--- src/rtl/fsm_multi_state.sv ---
// Parametrised request-driven mode selector with minimum dwell, hold, change strobe
// and an optional idle timeout enabled by FSM_MULTI_STATE_TIMEOUT_EN.
module fsm_multi_state #(
  parameter int STATES    = 3,
  parameter int MIN_DWELL = 0,
  parameter int TIMEOUT   = 16,
  localparam int SW = ($clog2(STATES) < 1) ? 1 : $clog2(STATES),
  localparam int OW = $clog2(STATES + 1)
) (
  input  logic              clk,
  input  logic              rst,
  input  logic [STATES-1:0] req,
  input  logic              hold,
  output logic [SW-1:0]     st,
  output logic [OW-1:0]     dout,
  output logic              changed,
  output logic              timeout
);

  localparam logic [7:0] DWELL_MAX = 8'(MIN_DWELL);

  logic [SW-1:0] st_q, st_d;
  logic [7:0]    dwell_q, dwell_d;
  logic          changed_q, changed_d;
  logic          has_req, multi_req, dwell_ok, fire;
  logic [SW-1:0] idx_or, target;
  logic [SW-1:0] idx_term [STATES];

  // Each request bit contributes its own index; OR-ing is exact for one-hot vectors.
  genvar gi;
  generate
    for (gi = 0; gi < STATES; gi++) begin : g_idx
      assign idx_term[gi] = req[gi] ? SW'(gi) : '0;
    end
  endgenerate

  always_comb begin
    idx_or = '0;
    for (int i = 0; i < STATES; i++) begin
      idx_or = idx_or | idx_term[i];
    end
  end

  assign has_req   = |req;
  assign multi_req = |(req & (req - STATES'(1)));
  assign target    = multi_req ? SW'(STATES - 1) : idx_or;

  // The cycle ending at this edge counts as served, so a state lasts at least MIN_DWELL cycles.
  generate
    if (MIN_DWELL == 0) begin : g_no_dwell
      assign dwell_ok = 1'b1;
    end else begin : g_dwell
      assign dwell_ok = ({1'b0, dwell_q} + 9'd1) >= 9'(MIN_DWELL);
    end
  endgenerate

  always_comb begin
    st_d = st_q;
    if (!hold) begin
      if (fire) begin
        st_d = '0;
      end else if (has_req && (target != st_q) && dwell_ok) begin
        st_d = target;
      end
    end
    changed_d = (st_d != st_q);
    if (changed_d) begin
      dwell_d = '0;
    end else if (dwell_q != DWELL_MAX) begin
      dwell_d = dwell_q + 8'd1;
    end else begin
      dwell_d = dwell_q;
    end
  end

  always_ff @(posedge clk) begin
    if (rst) begin
      st_q      <= '0;
      dwell_q   <= '0;
      changed_q <= 1'b0;
    end else begin
      st_q      <= st_d;
      dwell_q   <= dwell_d;
      changed_q <= changed_d;
    end
  end

`ifdef FSM_MULTI_STATE_TIMEOUT_EN
  localparam logic [15:0] TO16 = 16'(TIMEOUT);

  logic [15:0] idle_q, idle_d, idle_inc;
  logic        idle_now;
  logic        timeout_q;

  // Saturating count lets a forced return wait out a hold and fire once it drops.
  always_comb begin
    idle_now = (st_q != '0) && !has_req;
    idle_inc = (idle_q == TO16) ? idle_q : idle_q + 16'd1;
    fire     = idle_now && !hold && (idle_inc == TO16);
  end

  always_comb begin
    idle_d = (changed_d || !idle_now) ? '0 : idle_inc;
  end

  always_ff @(posedge clk) begin
    if (rst) begin
      idle_q    <= '0;
      timeout_q <= 1'b0;
    end else begin
      idle_q    <= idle_d;
      timeout_q <= fire;
    end
  end

  assign timeout = timeout_q;
`else
  assign fire    = 1'b0;
  assign timeout = 1'b0;
`endif

  assign st      = st_q;
  assign dout    = OW'(st_q) + OW'(1);
  assign changed = changed_q;

endmodule

--- config.mk ---
export PLATFORM = sky130hd
export DESIGN_NAME = fsm_multi_state
export DESIGN_NICKNAME = d
export VERILOG_FILES = /design/src/rtl/fsm_multi_state.sv
export SDC_FILE = /design/constraint.sdc
export NUM_CORES = 1
export LEC_CHECK = 0
export BUFFER_PORTS_ARGS = -buffer_cell sky130_fd_sc_hd__buf_4
export CAP_MARGIN = 20
export CORE_AREA = 10 10 47 49
export DETAILED_ROUTE_END_ITERATION = 16
export DIE_AREA = 0 0 57 59
export PLACE_DENSITY = 0.43
export SYNTH_ARGS = -nofsm -noshare
export SYNTH_HDL_FRONTEND = slang
export SYNTH_SLANG_ARGS = --single-unit
--- constraint.sdc ---
create_clock -name clk -period 2.12 [get_ports clk]
set_clock_uncertainty 0.05 [all_clocks]
set_input_delay 0.318 -clock clk [delete_from_list [all_inputs] [get_ports clk]]
set_output_delay 0.318 -clock clk [all_outputs]
set_load 0.005 [all_outputs]
Word-level counts from Yosys, hierarchy flattened
Index checks and enable logic that the tools add are counted.
{"block": "totals", "inputBits": 6, "regBits": 3, "elab_cells": 16}
{"block": "classes", "n_addsub": 2, "eq_ne": 2, "mux": 5, "bitwise": 2, "reduce_logical": 3}
{"cell": "$mux 2", "count": 4}
{"cell": "$reduce_or 3->1", "count": 2}
{"cell": "$ne 2x2->1", "count": 2}
{"cell": "$and 3x3->3", "count": 1}
{"cell": "$sub 3x1->3 const B", "count": 1}
{"cell": "$add 2x1->2 const B", "count": 1}
{"cell": "$or 1x2->2", "count": 1}
{"cell": "$logic_and 1x1->1", "count": 1}
{"cell": "$mux 1", "count": 1}

Logic depth before layout (Yosys ltp)
{"block": "logic_depth", "word_depth": 9, "depth_mapped": 3, "ltp_nobuf": 3}

Worst setup path before layout
OpenSTA, ideal clock, no wires.
{"block": "synth_timing", "path_kind": "register to output", "start": "reg st_q[1], in the netlist st[1]", "end": "out dout[1]", "stages_incl_launch_ff": 2, "slack_ps": 1181, "arrival_ps": 571, "cell_sequence": "dfxtp_1 -> xor2_1"}
{"block": "synth_via", "elab_chain_len": 1}
{"element": "start, declared", "line": "22", "rtl": "logic [SW-1:0] st_q, st_d;"}
{"element": "start signal, assigned", "line": "82", "rtl": "st_q <= st_d;"}
{"element": "$add 2x1->2", "line": "123", "rtl": "assign dout = OW'(st_q) + OW'(1);"}
{"element": "end, declared", "line": "15", "rtl": "output logic [OW-1:0] dout,"}
Every way passes these cells.

Worst setup path after layout
{"block": "layout_timing", "start": "reg st_q[0], in the netlist st[0]", "end": "out dout[1]"}
The elaborated chain is that of the path after synthesis.

==> reports/summary.md <==
## Status
* **status** complete, no violations

## Clocking
* **clk buf depth** 2
* **Post-CTS Setup Repair Bufs** 0
* **CTS H-Tree Depth** 1
* **clock-pin transition on the worst setup and hold timing paths** 0.04 ns
* **clock tree root driver cell** sky130_fd_sc_hd__clkbuf_4
* **post_cts resized** 0
* **number of buffers inserted by hold repair at cts** 0
* **clock tree from TritonCTS** done
* **CTS Buf Count** 3
* **number of clock sinks seen by CTS** 3
* **insertion delay of the later-clocked pin in the worst-skew pair** 0.23 ns

## Drt
* **DRC violation count after routing** 0
* **vias per inst** 3.78
* **number of search-and-repair iterations in the first detailed-routing pass** 4
* **starting DRC count in detailed routing** 5
* **total detailed-routing wirelength** 528 µm
* **total number of vias** 193
* **Detail Route Antenna Nets** 0
* **routed length per placed instance** 10.4 µm

## Logic synthesis
* **post-synth top area cell** sky130_fd_sc_hd__dfxtp_1
* **netlist area before placement** 163 µm²
* **Seq/Total Area, Yosys** 36.9%
* **Yosys warnings** 0
* **area fraction of the dominant cell type after synthesis** 36.9%
* **Post-Synthesis Cells** 22
* **Synth Area per Inst** 7.39 µm²
* **number of register bits inferred by synthesis** 3
* **Distinct cells, synth** 14
* **Synthesized Nets** 28
* **leading post-synthesis cells by cell area** sky130_fd_sc_hd__dfxtp_1, sky130_fd_sc_hd__o21ai_0, sky130_fd_sc_hd__nor2_1, sky130_fd_sc_hd__a21oi_1, sky130_fd_sc_hd__xor2_1

## Worst setup path
* **WP data required** 1.75 ns
* **Max Fanout on Critical Path** 6
* **Setup Crit Path Kind** flip-flop to primary output
* **R2R Setup Slk** 1.19 ns
* **type of origin of the critical path** flip-flop
* **crit end category** primary output
* **Worst EP arrival** 0.93 ns

## Placed design
* **routability cong.** 0.752
* **Detail Placement HPWL** 455 µm
* **I/O Buffers** 10

## Die
* **starting density of the core** 11.6%
* **overall die width** 57 µm
* **Die Outline Area** 3360 µm²
* **io pins** 12
* **number of cell rows** 14
* **core area** 1400 µm²
* **Die Span Y** 59 µm

## Global routing
* **global-route wire length before repair** 855 µm
* **total overflow reported by the global router** 0
* **overall global routing resource usage** 3.62%
* **largest net degree at the start of global routing** 7
* **vias in the first global route** 195
* **antenna violations before repair** 0

## Hold path
* **type of the worst min-delay path** primary input to flip-flop

## Power and ir drop
* **Static Leakage** 0.124 nW
* **IR Drop Worst-Case VDD** 0.318 mV
* **power per cell area** 715 nW/µm²

## Timing
* **count of endpoints failing hold in the final timing report** 0
* **total negative slack** 0 ns
* **Max Clk Rate** 0.772 GHz
* **share of the clock period used by the worst path after layout** 61.1%
* **number of max-slew violations in the final report** 0
* **final setup violation count** 0
* **unrepaired setup endpoints after global routing** no
* **time the worst path needs with I/O delays and setup** 1.30 ns

## Cells and area
* **share of post-route cells with drive strength above 1** 37.1%
* **antenna diode instance count** 0
* **Layout Utilization** 19.7%
* **Layout Nets** 42
* **area added between synthesis and finish** 70.0%

## Flow run
* **Max-Cap Viols** 0

-- report_power, final --
part           total (W)  leakage [nW]  switching (W)  internal (W)
clock           0.000101        0.0150      0.0000303     0.0000706
combinational  0.0000331        0.0843      0.0000135     0.0000196
sequential     0.0000638        0.0247     0.00000351     0.0000603
total           0.000198         0.124      0.0000473      0.000150
-- synth_stat cells --
cell and number:
sky130_fd_sc_hd__a211oi_1 1, sky130_fd_sc_hd__a21oi_1 2, sky130_fd_sc_hd__buf_4 1, sky130_fd_sc_hd__conb_1 1
sky130_fd_sc_hd__dfxtp_1 3, sky130_fd_sc_hd__inv_1 1, sky130_fd_sc_hd__nand2b_1 1, sky130_fd_sc_hd__nor2_1 4
sky130_fd_sc_hd__nor2b_1 1, sky130_fd_sc_hd__nor4_1 1, sky130_fd_sc_hd__o21ai_0 3, sky130_fd_sc_hd__o22ai_1 1
sky130_fd_sc_hd__or2_1 1, sky130_fd_sc_hd__xor2_1 1
-- stage by stage --
step                worst slack, ns  power [W]  cell area, µm²  instances  hold WS, ns
floorplan                      1.18  0.0000773             163         22        0.337
global placement               1.06  0.0000985             250         47        0.449
detailed placement             1.06  0.0000985             250         47        0.452
CTS                           0.810   0.000204             277         51        0.200
global route                  0.765   0.000217             277         51        0.203
finish                        0.825   0.000198             277         51        0.207
-- placed cells by master (no fill, tap or decap) --
cell type and instances:
sky130_fd_sc_hd__a211oi_1 1, sky130_fd_sc_hd__a21oi_1 2, sky130_fd_sc_hd__buf_4 10, sky130_fd_sc_hd__clkbuf_1 1, sky130_fd_sc_hd__clkbuf_4 3, sky130_fd_sc_hd__conb_1 1
sky130_fd_sc_hd__dfxtp_1 3, sky130_fd_sc_hd__inv_1 1, sky130_fd_sc_hd__nand2b_1 1, sky130_fd_sc_hd__nor2_1 4, sky130_fd_sc_hd__nor2b_1 1, sky130_fd_sc_hd__nor4_1 1
sky130_fd_sc_hd__o21ai_0 3, sky130_fd_sc_hd__o22ai_1 1, sky130_fd_sc_hd__or2_1 1, sky130_fd_sc_hd__xor2_1 1
-- metal layers --
metal  track usage (%)  wire length (µm)  vias to the layer above
met3              3.86                44                        0
li1                  -                 -                       99
met1              2.47               166                       89
met4              3.02                 0                        0
met5                 0                 0                        -
met2              5.58               316                        5
-- worst paths after layout --
kind / startpoint / cells past startpoint / end
max: st[0] / 2 / dout[1]
min: rst / 2 / st[1]
max reg2reg: st[0] / 3 / changed
min reg2reg: st[1] / 2 / st[1]
-- worst max-delay path, cell delays in order (launching register included) --
cell and delay (ns):
sky130_fd_sc_hd__dfxtp_1 0.41, sky130_fd_sc_hd__xor2_1 0.16, sky130_fd_sc_hd__buf_4 0.12
-- registers in the layout, summed over array words and instances, names as in the netlist --
name / count
changed: 1
st: 2
-- final cells by class --
class	instances	area, µm²
tap	16	20.0
timing repair buffer	10	75.1
clock buffer	4	26.3
inverter	1	3.75
sequential	3	60.1
fill	178	1120
multi-input combinational	17	91.3
-- logic make-up (layout without fill, tap and decap cells) --
group	Yosys count	count (layout)	synth area share, %
and+or+nand+nor	8	8	24.6
AOI/OAI and AO/OA	7	7	23.8
other	1	1	2.31
buffers and inverters	2	15	6.92
DFF	3	3	36.9
xor gates and xnor gates	1	1	5.39
Power figures use the tool's default switching activity.
